===== src/rtl/dmem_ctrl.sv =====
// Data-memory controller: in-order request FIFO from retire, bus issue with
// retry until accepted, tagged load tracking and load-data return.

module dmem_tag_entry #(
    parameter int XLEN = 32
) (
    input  logic            clock,
    input  logic            reset,
    input  logic            alloc,
    input  logic [XLEN-1:0] alloc_addr,
    input  logic            clear,
    output logic            valid,
    output logic [XLEN-1:0] addr
);
    // A same-cycle allocate beats the clear, so the entry stays live with the new load.
    always_ff @(posedge clock) begin
        if (reset) begin
            valid <= 1'b0;
            addr  <= '0;
        end else if (alloc) begin
            valid <= 1'b1;
            addr  <= alloc_addr;
        end else if (clear) begin
            valid <= 1'b0;
        end
    end
endmodule

module dmem_ctrl #(
    parameter int DEPTH = 4,
    parameter int NTAGS = 16,
    parameter int XLEN  = 32
) (
    input  logic            clock,
    input  logic            reset,
    input  logic [1:0]      proc2Dmem_command,
    input  logic [XLEN-1:0] proc2Dmem_addr,
    input  logic [XLEN-1:0] proc2Dmem_data,
    output logic            dmem_ready,
    output logic [1:0]      proc2mem_command,
    output logic [XLEN-1:0] proc2mem_addr,
    output logic [63:0]     proc2mem_data,
    input  logic [3:0]      mem2proc_response,
    input  logic [63:0]     mem2proc_data,
    input  logic [3:0]      mem2proc_tag,
    output logic            Dmem2proc_valid,
    output logic [63:0]     Dmem2proc_data,
    output logic [XLEN-1:0] Dmem2proc_addr,
    output logic            idle
);
    localparam logic [1:0] BUS_NONE  = 2'd0;
    localparam logic [1:0] BUS_LOAD  = 2'd1;
    localparam int         PW        = $clog2(DEPTH);
    localparam int         CW        = $clog2(DEPTH + 1);

    typedef struct packed {
        logic [1:0]      cmd;
        logic [XLEN-1:0] addr;
        logic [XLEN-1:0] data;
    } req_t;

    req_t            fifo [DEPTH];
    req_t            head;
    logic [PW-1:0]   head_ptr, tail_ptr;
    logic [CW-1:0]   count;
    logic            push, pop, nonempty, hit;

    logic [NTAGS-1:0]           tag_valid;
    logic [NTAGS-1:0][XLEN-1:0] tag_addr;
    logic [NTAGS-1:0]           tag_alloc;
    logic [NTAGS-1:0]           tag_clear;

    assign nonempty   = (count != '0);
    assign dmem_ready = (count < CW'(DEPTH));
    assign head       = fifo[head_ptr];
    assign push       = (proc2Dmem_command != BUS_NONE) && dmem_ready;
    assign pop        = nonempty && (mem2proc_response != '0);

    always_comb begin
        proc2mem_command = BUS_NONE;
        proc2mem_addr    = '0;
        proc2mem_data    = '0;
        if (nonempty) begin
            proc2mem_command = head.cmd;
            proc2mem_addr    = head.addr;
            proc2mem_data    = {{(64-XLEN){1'b0}}, head.data};
        end
    end

    always_ff @(posedge clock) begin
        if (push)
            fifo[tail_ptr] <= '{cmd: proc2Dmem_command, addr: proc2Dmem_addr,
                                data: proc2Dmem_data};
    end

    always_ff @(posedge clock) begin
        if (reset) begin
            head_ptr <= '0;
            tail_ptr <= '0;
            count    <= '0;
        end else begin
            if (push) tail_ptr <= tail_ptr + 1'b1;
            if (pop)  head_ptr <= head_ptr + 1'b1;
            if (push && !pop)      count <= count + 1'b1;
            else if (pop && !push) count <= count - 1'b1;
        end
    end

    // Tag 0 is never allocated (accept needs a nonzero response) and never hits.
    assign hit = (mem2proc_tag != '0) && tag_valid[mem2proc_tag];

    for (genvar i = 0; i < NTAGS; i++) begin : g_tag
        assign tag_alloc[i] = pop && (head.cmd == BUS_LOAD) && (mem2proc_response == 4'(i));
        assign tag_clear[i] = hit && (mem2proc_tag == 4'(i));
        dmem_tag_entry #(.XLEN(XLEN)) u_entry (
            .clock      (clock),
            .reset      (reset),
            .alloc      (tag_alloc[i]),
            .alloc_addr (head.addr),
            .clear      (tag_clear[i]),
            .valid      (tag_valid[i]),
            .addr       (tag_addr[i])
        );
    end

    always_ff @(posedge clock) begin
        if (reset) begin
            Dmem2proc_valid <= 1'b0;
            Dmem2proc_data  <= '0;
            Dmem2proc_addr  <= '0;
        end else begin
            Dmem2proc_valid <= hit;
            if (hit) begin
                Dmem2proc_data <= mem2proc_data;
                Dmem2proc_addr <= tag_addr[mem2proc_tag];
            end
        end
    end

    assign idle = !nonempty && !(|tag_valid) && (proc2Dmem_command == BUS_NONE);
endmodule


===== config.mk =====
export PLATFORM = sky130hd
export DESIGN_NAME = dmem_ctrl
export DESIGN_NICKNAME = d
export VERILOG_FILES = /design/src/rtl/dmem_ctrl.sv
export SDC_FILE = /design/constraint.sdc
export NUM_CORES = 1
export LEC_CHECK = 0
export CORE_MARGIN = 2
export CORE_UTILIZATION = 45
export DETAILED_ROUTE_END_ITERATION = 16
export PLACE_DENSITY_LB_ADDON = 0.05
export SLEW_MARGIN = 20
export SYNTH_ARGS = -nofsm -noshare
export SYNTH_HDL_FRONTEND = slang
export SYNTH_SLANG_ARGS = --single-unit

===== constraint.sdc =====
create_clock -name clock -period 3.4 [get_ports clock]
set_input_delay 1.02 -clock clock [delete_from_list [all_inputs] [get_ports clock]]
set_output_delay 1.02 -clock clock [all_outputs]
set_load 0.01 [all_outputs]

== Word-level counts from Yosys, hierarchy flattened ==
Memory sizes are Yosys's and may differ from the RTL's. A register that Yosys moved wholly into a read port is not among the register bits.
Index checks and enable logic that the tools add are counted.
Storage, ports and cells
  logic and storage cells: 190
  memories: 1
  bits in writable memories: 264
  register bits: 632
  output and inout bits: 197
Memory list
  fifo: depth 4, width 66, rd ports 1, clocked after memory_dff 1, write ports 1, line 62  | req_t fifo [DEPTH];
Cells by class
  multiplexer cells: 45
  $add $sub $neg: 4
  eq/ne operators: 31
  order comparisons: 2
  reduce and logical (&&, ||, !) cells: 69
Operator list (count)
  binary-select mux 32 bit (select 4 bit): 1
  2-to-1 mux 32 bit: 3
  == test 4 bit, second input constant: 16
  logical AND 1 bit: 40
  nonzero test 2 bit: 18
  2-to-1 mux 1 bit: 35
  == test 4 x 3 -> 1 bit, second input constant: 8
  == test 4 x 2 -> 1 bit, second input constant: 4
  OR reduction 16 bit: 1
  == test 4 x 1 -> 1 bit, second input constant: 2
  logical NOT 4 bit: 2
  nonzero test 4 bit: 2
  2-to-1 mux 2 bit: 3
  2-to-1 mux 3 bit: 2
  less-than comparator 4 x 5 -> 1 bit, second input constant: 1
  adder 2 x 1 -> 2 bit, second input constant: 2
  binary-select mux 1 bit (select 4 bit): 1
  logical NOT 1 bit: 4
  adder 3 x 1 -> 3 bit, second input constant: 1
  less-than comparator 3 bit, second input constant: 1
  nonzero test 3 bit: 1
  subtractor 3 x 1 -> 3 bit, second input constant: 1
  == test 2 x 1 -> 1 bit, second input constant: 1
  logical NOT 2 bit: 1

== Longest topological paths before layout ==
  depth in word-level cells: 6
  depth in mapped cells: 10
  depth with buffers taken out: 9

== Cells and area by module ==
A second synthesis with hierarchy kept.
Second synthesis, totals
  cell total of the unflattened synthesis: 2877
  area, all modules: 37344.6 um2
By module, submodules not included
  dmem_tag_entry: seq. area each 660.6 um2, area an instance 1204.9 um2, instances 16, cells each 108
  dmem_ctrl: seq. area each 10049.6 um2, area an instance 18066.1 um2, instances 1, cells each 1149

== Worst setup path after synthesis ==
No wires, ideal clock.
  path type: input to register
  start: input proc2Dmem_command[1]
  end: memory fifo[1][0] (netlist bit), enable pin
  setup time: 0.431 ns
  slack: 0.006 ns
  required time: 2.969 ns
  stages: 3
  arrival: 2.963 ns
  path through: nor2_1 nor2_1 and2_1
On the way
  longest elaborated chain between the ends: 4
RTL lines
  from (decl): line 36  | input logic [1:0] proc2Dmem_command,
  nonzero test 2 bit: line 76  | assign push = (proc2Dmem_command != BUS_NONE) && dmem_ready;
  logical AND 1 bit: line 76
  net push: line 66  | logic push, pop, nonempty, hit;
  2-to-1 mux 1 bit: line 91  | if (push)
  2-to-1 mux 1 bit (not written as such): line 92  | fifo[tail_ptr] <= '{cmd: proc2Dmem_command, addr: proc2Dmem_addr,
  to (decl): line 62
The timed path passes the listed nets, and every way through them passes these cells.

==> metrics <==
initial core utilization=45.4%; Yosys top cell by area=dfxtp_1; PD cells=663 nW/um2; DR vias=26400; Core Region=80300 um2; Multi-input gate area=14500 um2; Netlist cell types=45; Critical Path Max Stage Delay=0.53 ns; peak supply drop=491 uV; Critical Path Most Common Cell=buf_12; GPL Wtd Cong=0.821; Worst Setup Slack, final=0.0602 ns; post-synthesis sequential area ratio=56.6%; Post-Route Skew=0.0252 ns; Cells after Synth=3333; initial antenna violation count=5; DR vias/cell=5.55; commonest non-fill, non-tap cells in the layout=683 x nand2_1, 632 x dfxtp_1, 428 x a21oi_1; fin crit period=3.34 ns; Seq. cell area=20600 um2; fin crit share=98.2%; top cell type's share of synthesized area=34.8%; Placement Setup Slack=-0.325 ns; post-route ant nets=0; crit path cell chain=buf_12, buf_12, mux4_2, nor2b_1, dlygate4sd2_1; share of layout cells above drive strength 1=16.1%; DPL Wire Length=64.2 mm; WP data arrival=2.32 ns; slowest CP cell=mux4_2; Worst EP required=2.38 ns; final total power=29700 uW; Synth Cell Area=36400 um2; H-Tree Depth=3; CP Buf/Inv Count=3; Max Slew Vio Count=0; Die Y=288 um; Clock Sinks=898; CP Class=flop to primary output; total CTS buffers=97; first-pass GRT wire length=158 mm; startpoint types=flop; PortBufs=304; Avg Cell Area, Syn=10.9 um2; final wirelength=103 mm; largest net degree at the start of global routing=109; RSZ-0062 raised after global routing=no; number of flops mapped to enable cells by yosys=264; synth warn=0; TritonRoute pass-1 iters=5; total track usage=24.7%; DIE WIDTH=288 um; max cap viols=0; ys flop type=dfxtp_1; Post-route DRC=0; synthesis-to-finish area growth=23.0%; CTS tree=done; crit-path max FO=8; Site Rows=104; clock tree buffer depth=3; final hold violation count=0; Largest delay share family, worst path=buffers and inverters; number of synthesized register bits=898; relative slew slack=55.3%; clock transition at the registers of the reported paths=0.06 ns; Top-Level Pins=337; worst slew pin tran=0.671 ns; commonest non-fill, non-tap cell in the layout=nand2_1; asr flop ratio synth=0%; die area=83200 um2; CP Capture Type=primary output; vias in the first global route=26800; Min-Delay Path Class=flop to flop; hold-fix buffers at CTS=0; clk_lat worst skew=0.66 ns; GRT Residual Overflow=0; Synth area leaders=dfxtp_1 35%, edfxtp_1 22%, mux4_2 12%; max frequency=0.299 GHz; Leak Pwr=0.0151 uW; Antenna Cells=0; per-cell routed wire length=21.7 um; outcome=finished, final reports clean; drt initial violations=2070; # setup viols final=0; # nets final=3768; clk root buf=clkbuf_16; # fillers=6701
## path summary, 6_finish.rpt
check,from,end,slack [ns],cells past startpoint
max reg2reg,flop,g_tag[8].u_entry.addr[23],0.34,9
min,g_tag[3].u_entry.addr[5],g_tag[3].u_entry.addr[5],0.45,2
max,flop,proc2mem_addr[7],0.06,5
min reg2reg,g_tag[3].u_entry.addr[5],g_tag[3].u_entry.addr[5],0.45,2
## power by group
group	switching [uW]	leakage (uW)	internal, uW
Combinational	3990	0.00594	2890
Sequential	259	0.00755	11900
Clock	4390	0.00159	6290
## kinds of logic after synthesis
group                    count (synthesis)  share of synthesized area [%]
AND/OR/NAND/NOR                       1114                           13.2
flip-flops                             898                           56.6
AO/OA/AOI/OAI                          610                           8.99
multiplexers                           362                           16.7
buffers and inverters                  337                           4.19
adder cells (fa/ha/maj)                  6                          0.227
XOR/XNOR                                 5                          0.120
other                                    1                         0.0103
## cells in the mapped netlist (4+ instances only)
master and n:
ha_1 5, nor4_1 4, edfxtp_1 264, a22oi_1 64
nand2_1 683, o21bai_1 7, dfxtp_1 634, nor3_4 5
and2_1 6, buf_2 34, o21ai_0 97, nand4_1 5
inv_1 5, nor2b_1 104, nand3_1 100, buf_6 13
a21oi_1 429, mux2i_1 166, nor3_2 4, buf_1 17
nor2_1 181, clkbuf_1 236, a41oi_1 7, mux4_2 195
or3_1 5, nand2b_1 4, buf_4 32
## worst min-delay path, cell delays in order (launching register included)
cell	delay (ns)
dfxtp_1	0.30
nand2_1	0.05
a21oi_1	0.05
## final cells by class
| cell class | count | area share [%] |
|---|---|---|
| Tap cell | 1060 | 2.96 |
| Sequential cell | 898 | 46.1 |
| Timing Repair Buffer | 491 | 11.3 |
| Clock buffer | 130 | 6.03 |
| Inverter | 5 | 0.0419 |
| Clock inverter | 50 | 1.24 |
| Multi-Input combinational cell | 2129 | 32.3 |
## sequential cells by signal (all words and copies together) (netlist names), named ones only
signal               count
Dmem2proc_valid          1
fifo                   264
tail_ptr                 2
Dmem2proc_data          64
count                    3
Dmem2proc_addr          32
g_tag.u_entry.addr     512
g_tag.u_entry.valid     16
head_ptr                 2
## per-layer routing
| layer | track usage (%) | vias to the layer above | share of wire [%] |
|---|---|---|---|
| met1 | 32.0 | 13000 | 42 |
| met4 | 8.23 | 6 | 2.7 |
| met5 | 0 | - | 0.034 |
| met2 | 40.9 | 992 | 47 |
| li1 | - | 12300 | - |
| met3 | 5.62 | 188 | 8.3 |
## per-stage QoR
stage	cell area, um2	cells	hold slack [ns]	setup TNS, ns	util, %
after floorplan	36500	3364	0.433	0	-
after global placement	41400	4564	0.438	-0.354	51.6
after detailed placement	41400	4564	0.444	-0.333	51.6
after CTS	44900	4761	0.451	-0.0754	55.9
after global routing	44800	4763	0.466	0	55.8
final	44800	4763	0.452	0	55.8
## repair_timing
item,CTS,global route
endpoints found under the setup margin,67,52
buffers inserted,14,2
pin swaps,0,0
hold endpoints to repair,0,0
cloned,3,0
gates resized for setup,110,52
(Power assumes the default switching activity.)
